File: src/rtl/l2_pmem_scheduler.sv
// rtl/l2_pmem_scheduler.sv - L2-to-pmem scheduler with a one-line write-back buffer
// Optional macro WB_FORWARD_EN: reads hitting the buffered line are served from it.
module l2_pmem_scheduler #(
    parameter int s_offset    = 5,
    parameter int s_line      = 8 * (2 ** s_offset),
    parameter int DRAIN_DELAY = 2
) (
    input  logic              clk,
    input  logic              rst,
    input  logic              l2_read,
    input  logic              l2_write,
    input  logic [31:0]       l2_address,
    input  logic [s_line-1:0] l2_wdata,
    output logic              l2_resp,
    output logic [s_line-1:0] l2_rdata,
    output logic              pmem_read,
    output logic              pmem_write,
    output logic [31:0]       pmem_address,
    output logic [s_line-1:0] pmem_wdata,
    input  logic              pmem_resp,
    input  logic [s_line-1:0] pmem_rdata,
    output logic              wb_valid
);
    localparam logic [31:0] LINE_MASK = ~((32'd1 << s_offset) - 32'd1);
    localparam int CW = $clog2(DRAIN_DELAY + 1) + 1;
    localparam logic [CW-1:0] DELAY = CW'(DRAIN_DELAY);

    typedef enum logic [2:0] {IDLE, WACK, READ, DRAIN, FWD} state_t;

    state_t            state;
    logic [31:0]       wb_addr;
    logic [s_line-1:0] wb_data;
    logic [CW-1:0]     idle_cnt;
    logic [31:0]       req_line;
    logic              hit;
    logic              go_capture;
    logic              go_drain;
    logic              go_read;
    logic              go_fwd;

    assign req_line = l2_address & LINE_MASK;
    assign hit      = wb_valid && (req_line == wb_addr);

    // IDLE decision, in priority order: write capture/conflict, read, idle drain
    always_comb begin
        go_capture = 1'b0;
        go_drain   = 1'b0;
        go_read    = 1'b0;
        go_fwd     = 1'b0;
        if (l2_write) begin
            go_capture = !wb_valid || hit;
            go_drain   = wb_valid && !hit;
        end else if (l2_read) begin
            go_read = !hit;
`ifdef WB_FORWARD_EN
            go_fwd = hit;
`else
            go_drain = hit;
`endif
        end else if (wb_valid) begin
            go_drain = idle_cnt >= DELAY;
        end
    end

    always_ff @(posedge clk) begin
        if (rst) begin
            state        <= IDLE;
            wb_valid     <= 1'b0;
            wb_addr      <= '0;
            wb_data      <= '0;
            idle_cnt     <= '0;
            pmem_read    <= 1'b0;
            pmem_write   <= 1'b0;
            pmem_address <= '0;
            pmem_wdata   <= '0;
        end else begin
            case (state)
                IDLE: begin
                    idle_cnt <= '0;
                    if (go_capture) begin
                        wb_addr  <= req_line;
                        wb_data  <= l2_wdata;
                        wb_valid <= 1'b1;
                        state    <= WACK;
                    end else if (go_drain) begin
                        pmem_write   <= 1'b1;
                        pmem_address <= wb_addr;
                        pmem_wdata   <= wb_data;
                        state        <= DRAIN;
                    end else if (go_read) begin
                        pmem_read    <= 1'b1;
                        pmem_address <= req_line;
                        state        <= READ;
                    end else if (go_fwd) begin
                        state <= FWD;
                    end else if (wb_valid) begin
                        idle_cnt <= idle_cnt + 1'b1;
                    end
                end
                WACK, FWD: state <= IDLE;
                READ: begin
                    if (pmem_resp) begin
                        pmem_read    <= 1'b0;
                        pmem_address <= '0;
                        state        <= IDLE;
                    end
                end
                DRAIN: begin
                    if (pmem_resp) begin
                        pmem_write   <= 1'b0;
                        pmem_address <= '0;
                        pmem_wdata   <= '0;
                        wb_valid     <= 1'b0;
                        state        <= IDLE;
                    end
                end
                default: state <= IDLE;
            endcase
        end
    end

    // Read completion is same-cycle with pmem_resp, so the L2 response is decoded from state
    always_comb begin
        l2_resp  = 1'b0;
        l2_rdata = '0;
        case (state)
            WACK: l2_resp = 1'b1;
            FWD: begin
                l2_resp  = 1'b1;
                l2_rdata = wb_data;
            end
            READ: begin
                if (pmem_resp) begin
                    l2_resp  = 1'b1;
                    l2_rdata = pmem_rdata;
                end
            end
            default: ;
        endcase
    end
endmodule

File: config.mk
export PLATFORM = sky130hd
export DESIGN_NAME = l2_pmem_scheduler
export DESIGN_NICKNAME = d
export VERILOG_FILES = /design/src/rtl/l2_pmem_scheduler.sv
export SDC_FILE = /design/constraint.sdc
export NUM_CORES = 1
export LEC_CHECK = 0
export CORE_AREA = 2 2 428 430
export DETAILED_ROUTE_END_ITERATION = 6
export DIE_AREA = 0 0 430 432
export SYNTH_ARGS = -nofsm -noshare
export SYNTH_HDL_FRONTEND = slang
export SYNTH_SLANG_ARGS = --single-unit
File: constraint.sdc
create_clock -name clk -period 2.5 [get_ports clk]
set_input_delay 0.375 -clock clk [delete_from_list [all_inputs] [get_ports clk]]
set_output_delay 0.375 -clock clk [all_outputs]
set_load 0.01 [all_outputs]
==> qor.tcl <==
set qor(critical-path-top-delay-family) {compound AO/OA/AOI/OAI gates}
set qor(grt_use_total) 0.156
set qor(cp-start-kind) {flip-flop}
set qor(timing.setup.tns_ns) -98.02
set qor(grt_pass1_vias) 21900
set qor(cts_buffers) 69
set qor(drt.antenna.violating_nets) 0
set qor(synthAdderAreaFrac) 0.00356
set qor(post_synthesis_compound_gate_area_fraction) 0.192
set qor(clockRootBuffer) {clkbuf_16}
set qor(synth-seq-cells) 574
set qor(floorplan.die_area_um2) 186000
set qor(final.period_utilization) 1.13
set qor(outcome) {finished with violations}
set qor(die_height_um) 432
set qor(area_growth_syn_to_layout_pct) 91.1
set qor(synth_sequential_area_ratio) 0.544
set qor(cp_max_delay_cell) {o311a_1}
set qor(finalHoldViolations) 0
set qor(post_synth_and_or_nand_nor_area_fraction) 0.186
set qor(totalPowerFinal_mw) 27.4
set qor(post-route-cell-area_um2) 40400
set qor(detail_route.iter0.violations) 1694
set qor(drtPass1Iterations) 7
set qor(placeableCoreArea_um2) 182000
set qor(post_cts_clock_slew_at_the_launch_and_capture_registers_of_the_worst_setup_and_hold_paths_ns) 0.06
set qor(rsz0062_at_grt) {yes}
set qor(yosys.area_share.xor_xnor) 0.0112
set qor(dpl_worst_slack_ns) -1.02
set qor(grt.overflow.total) 0
set qor(timing.reg2reg.setup_slack_ns) -0.32
set qor(grt_max_degree) 154
set qor(cts_htree_levels) 3
set qor(critPathMaxStageDelay_ns) 0.39
set qor(critical_path.max_fanout) 9
set qor(netlist_area_um2) 21100
set qor(post_layout_util) 0.222
set qor(synthMuxAreaShare) 0.0133
set qor(synthDistinctLibCells) 42
set qor(hp-class) {in2reg}
set qor(filler_cell_count) 19600
set qor(synth.largest_area_cell) {dfxtp_1}
set qor(finalSetupViolations) 691
set qor(rows) 157
set qor(crit_required_ns) 3.10
set qor(cp-end-kind) {flip-flop}
set qor(net_count_of_the_finished_layout) 4037
set qor(routed_vias) 22800
set qor(initial_cell_density_of_the_core) 0.116
set qor(numPortBuffers) 1086
set qor(clk_latency_ns) 0.67
set qor(synth_top_family_by_area) {compound AO/OA/AOI/OAI gates}
set qor(post_drt_wl_per_cell_um) 25.7
set qor(cellLeakagePower_nw) 16.0
set qor(yosys-top-cells-area) {dfxtp_1 (54%), a22o_1 (11%), nand2_1 (10%)}
set qor(fin_worst_hold_slack_ns) 0.0831
set qor(timing.slew.headroom) 0.375
set qor(synthCells) 2310
set qor(grt_antenna_before_repair) 119
set qor(yosys_warnings) 0
set qor(finalNonFillerCells) 5946
set qor(finalMaxSlewViolations) 0
set qor(achievable-frequency_mhz) 355
set qor(category_of_the_most_critical_setup_path) {reg2reg}
set qor(worst_slew_pin_slew_ns) 0.937
set qor(place_hpwl_um) 122000
set qor(crit_path_buf_inv_count) 5
set qor(synth_top_area_share) 0.544
set qor(post_route_cells_drive_above_1_share) 0.181
set qor(place_congestion) 0.949
set qor(layout_min_cycle_time_ns) 2.82
set qor(top_level_ports) 1097
set qor(maxCapViolations) 0
set qor(ir_worst_vdd_mv) 0.515
set qor(wl_um) 153000
set qor(numClockSinks) 574
set qor(drt-vias-per-instance) 3.83
set qor(cts_tree) {done}
set qor(grt_pass1_wl_um) 196000
set qor(placement.cell_area_um2) 36100
set qor(power_density_nw_per_um2) 679
set qor(critical-path-top-cell-by-count) {buf_12}
set qor(dp.cells) 5714
set qor(cp.arrival_ns) 3.42
set qor(worst_clock_skew_ns) 0.0404
set qor(postSynthAreaPerCell_um2) 9.14
set qor(setup_ws_ns) -0.318
set qor(cts_hold_buffers) 0
set qor(dieWidth_um) 430
set qor(worstPathCellList) {xor2_4 > nor4_1 > nand4_1 > o311a_1 > a311oi_4 > buf_4 > o2bb2ai_4 > buf_12 > buf_12 > buf_12 > buf_16 > a22o_1}
set qor(cts_buffer_depth) 3
set qor(drc_errors) 2
set qor(violations_in_the_final_reports) {DRC, setup timing}
[final timing paths]
| kind | to | from | cells past startpoint |
|---|---|---|---|
| worst min register to register | pmem_wdata[177]$_SDFFE_PP0P_ | wb_data[177]$_SDFFE_PP0P_ | 1 |
| worst max-delay path | pmem_wdata[196]$_SDFFE_PP0P_ | wb_addr[9]$_SDFFE_PP0P_ | 12 |
| worst max register to register | pmem_wdata[196]$_SDFFE_PP0P_ | wb_addr[9]$_SDFFE_PP0P_ | 12 |
| worst min-delay path | wb_data[108]$_SDFFE_PP0P_ | rst | 2 |
[layer usage]
metal / GRT usage / part of all wire
met3: 0.0310 / 0.057
met5: 0 / 0.00022
met4: 0.0874 / 0.055
met2: 0.301 / 0.55
met1: 0.153 / 0.34
[synth_stat cells, drive strengths merged]
| master | instances |
|---|---|
| ha | 6 |
| mux2 | 1 |
| and3 | 256 |
| mux2i | 27 |
| o311a | 1 |
| and2 | 2 |
| nand4b | 1 |
| a21oi | 284 |
| nor2 | 11 |
| a31oi | 1 |
| buf | 92 |
| o2bb2ai | 28 |
| xnor2 | 3 |
| nor2b | 2 |
| o41ai | 1 |
| a2bb2oi | 2 |
| nor4 | 7 |
| clkbuf | 131 |
| inv | 6 |
| xor2 | 24 |
| o21ai | 2 |
| clkinv | 1 |
| nor3 | 4 |
| or2 | 1 |
| a21o | 1 |
| o32ai | 1 |
| a22o | 256 |
| o31ai | 1 |
| o21a | 2 |
| nand2 | 571 |
| nor3b | 1 |
| conb | 1 |
| nand3 | 2 |
| a211oi | 3 |
| nand4 | 2 |
| dfxtp | 574 |
| a311oi | 1 |
[cell usage in the layout (no fill, tap or decap), types with 14 or more instances in the layout]
master	instances
buf_16	21
a22o_1	256
clkbuf_16	76
diode_2	25
buf_4	139
buf_8	14
a21oi_1	284
xor2_1	22
clkdlybuf4s50_1	841
dlygate4sd2_1	33
clkdlybuf4s15_2	32
clkbuf_8	14
buf_2	56
buf_6	52
clkdlybuf4s15_1	16
o2bb2ai_1	27
mux2i_1	27
dfxtp_1	568
nand2_1	569
and3_1	185
and3_4	59
buf_12	104
[layout make-up]
cell class	instances	area [µm²]	share of cell area
multi-input cells	1510	9030	0.224
flip-flops and latches	574	11500	0.285
clock buffers	91	1950	0.0483
repair buffers	1320	14300	0.355
well taps	2385	2980	0.0740
inverters	7	26.3	0.000651
clock inverters	34	467	0.0116
diodes	25	62.6	0.00155
[worst register-to-register path, delay by kind of cell, from the launching register on]
kind | cells | cell delay [ns]
XOR/XNOR | 1 | 0.17
buffers and inverters | 5 | 0.76
AO/OA/AOI/OAI | 4 | 0.95
AND/OR/NAND/NOR | 2 | 0.55
flip-flops | 1 | 0.34
[report_power, final]
part | internal (mW) | switching (mW) | leakage (nW)
combinational | 3.41 | 3.30 | 10.1
clock | 5.98 | 4.48 | 1.16
sequential | 9.75 | 0.474 | 4.66
total | 19.1 | 8.25 | 16.0
[cells by family (layout without fill, tap and decap cells)]
logic type	after synthesis	count (layout)
AND/OR/NAND/NOR	860	860
AO/OA/AOI/OAI	584	584
flip-flops	574	574
buffers and inverters	230	1452
multiplexers	28	28
XOR/XNOR	27	27
adder cells (fa/ha/maj)	6	6
other	1	30
[registers in the layout, indices dropped and copies added, names as in the netlist]
register,count
wb_data,256
pmem_address,27
pmem_wdata,256
pmem_write,1
wb_valid,1
pmem_read,1
state,2
idle_cnt,3
wb_addr,27
[repair_timing]
action	in CTS	in global routing
setup buffers	48	9
setup endpoints to repair	819	785
gates cloned	21	8
gates resized for setup	859	29
pin swaps	29	21
Note: power is estimated with default switching activity, not from simulation.
==> patch (same flow settings) <==
Add an input register stage for `pmem_rdata`, without a reset; this delays it by one clock. The other inputs are not delayed to match.
--- a/src/rtl/l2_pmem_scheduler.sv
+++ b/src/rtl/l2_pmem_scheduler.sv
@@ -27,4 +27,10 @@
 
     typedef enum logic [2:0] {IDLE, WACK, READ, DRAIN, FWD} state_t;
+
+    logic [s_line-1:0] pmem_rdata_q;
+
+    always_ff @(posedge clk) begin
+        pmem_rdata_q <= pmem_rdata;
+    end
 
     state_t            state;
@@ -133,5 +139,5 @@
                 if (pmem_resp) begin
                     l2_resp  = 1'b1;
-                    l2_rdata = pmem_rdata;
+                    l2_rdata = pmem_rdata_q;
                 end
             end
Check against the original RTL: not settled (the Yosys comparison gave no result); the edit may change what the design does.
==> patch against the original RTL <==
Sequential cell count increased by 256; first-iteration DRC count decreased by 2.1%; final cell count increased by 6.4%; power increased by 34%; critical endpoint is now pmem_wdata[130]; setup slack got worse by 0.047 ns; design area increased by 19%; sequential share of layout area increased by 6.1 points; core utilization increased by 4.3 points; routed wire length decreased by 12%; the run ends with setup timing left; largest power group is now sequential cells; synthesized area increased by 24%; die area unchanged.
==> patch: results (changes against the original RTL) <==
[global_route]
antenna_found_initial=20  ; -83%
grt_first_pass_wirelength_mm=171  ; -13%
grt_max_degree=140  ; -9.1%
met1_usage=0.142  ; -0.0108
grtUsageMet3=0.0305  ; -0.000484

[placed_design]
post-place-cells=5978  ; +4.6%
dp_slack_ns=-0.897  ; +0.128 ns
dp_hpwl_mm=91.1  ; -26%
gp_congestion=0.901  ; -5.1%

[synth]
synth_compound_area_frac=0.154  ; -0.0375
synthMuxAreaShare=0.0107  ; -0.00260
synthTopCellsByCount=dfxtp_1 (830), nand2_1 (571), a21oi_1 (284)
avgSynthCellArea_sq_um=10.2  ; +12%
synth_seq_cells=830  ; +45%
synthAdderAreaFrac=0.00286  ; -0.000694
ys_types=41  ; -2.4%
synthTopCellsByArea=dfxtp_1 (63%), a22o_1 (8.5%), nand2_1 (8.2%), and3_1 (6.1%), a21oi_1 (5.4%)
synthXorXnorAreaFrac=0.00901  ; -0.00219

[detailed_routing]
wl_met2_mm=68.7  ; -19%
avgViaCountPerCell=3.93  ; +2.5%
wirelength_mm=135  ; -12%
met1_length_mm=51.9  ; +0.87%
drt_iter0_drc=1658  ; -2.1%
wl_met3_mm=8.42  ; -4.2%
drtPass1Iterations=5  ; -2

[layout]
fill_cells=18900  ; -3.7%
layout.nonclk_buf_frac=0.326  ; -0.0287
clkbuf_count=121  ; +33%
drive_gt1_frac=0.230  ; +0.0491
num-nets-final=4410  ; +9.2%
sh_seq_area=0.346  ; +0.0607
multi_input_area_share=0.200  ; -0.0235
diodes=15  ; -40%
top_regs=pmem_rdata_q (256), pmem_wdata (256), wb_data (256)
num-nonclk-buffers=1415  ; +7.2%
clkCellAreaFrac=0.0642  ; +0.00433
multi_input_cells=1511  ; +0.066%

[sta]
setup_viol=736  ; +6.5%
worst_pin_slew_ns=0.860  ; -0.0770 ns
fin_ws_ns=-0.365  ; -0.0474 ns

[pwr]
ir_drop_mv=0.549  ; +6.7%
p_leak_uw=0.0195  ; +22%

[setup_path]
r2r-start=wb_addr[30]
r2r-end=pmem_wdata[130]
crit_arrival_ns=3.53  ; +0.11 ns
critPathMaxStageDelay_ns=0.43  ; +0.04 ns

[worst_hold_path]
hp-start=pmem_rdata[189]
holdPathStages=1  ; -1

[status]
violations=setup timing
status=finished, violations left

[clocking]
cts_buffers=90  ; +30%

patch: cell count changes after synthesis, sizes merged:
cell / before / now
dfxtp: 574 / 830
patch: through the flow:
step | setup TNS (ns) | utilization | cell area, sq um | hold slack, ns
after global routing | -227.88 | 0.265 | 48100 | 0.0314
after CTS | -185.40 | 0.250 | 45400 | 0.000593
after global placement | -422.84 | 0.225 | 41000 | 0.441
after floorplan | 0 | - | 26300 | 0.403
final | -142.90 | 0.265 | 48100 | 0.0990
after detailed placement | -411.05 | 0.225 | 41000 | 0.446
patch: timing repair:
| action | CTS | global route |
|---|---|---|
| pin swaps | 52 | 137 |
| endpoints found under the hold margin | 26 | 0 |
| hold buffers | 14 | 0 |
| buffers inserted | 43 | 30 |
| gates resized for setup | 1080 | 252 |
| setup endpoints to repair | 824 | 813 |
| cloned | 23 | 65 |
patch: where the power goes:
group / total [uW] / switching, uW / internal (uW)
Combinational: 8060 / 3770 / 4300
Clock: 14000 / 5940 / 8020
Sequential: 14600 / 538 / 14000
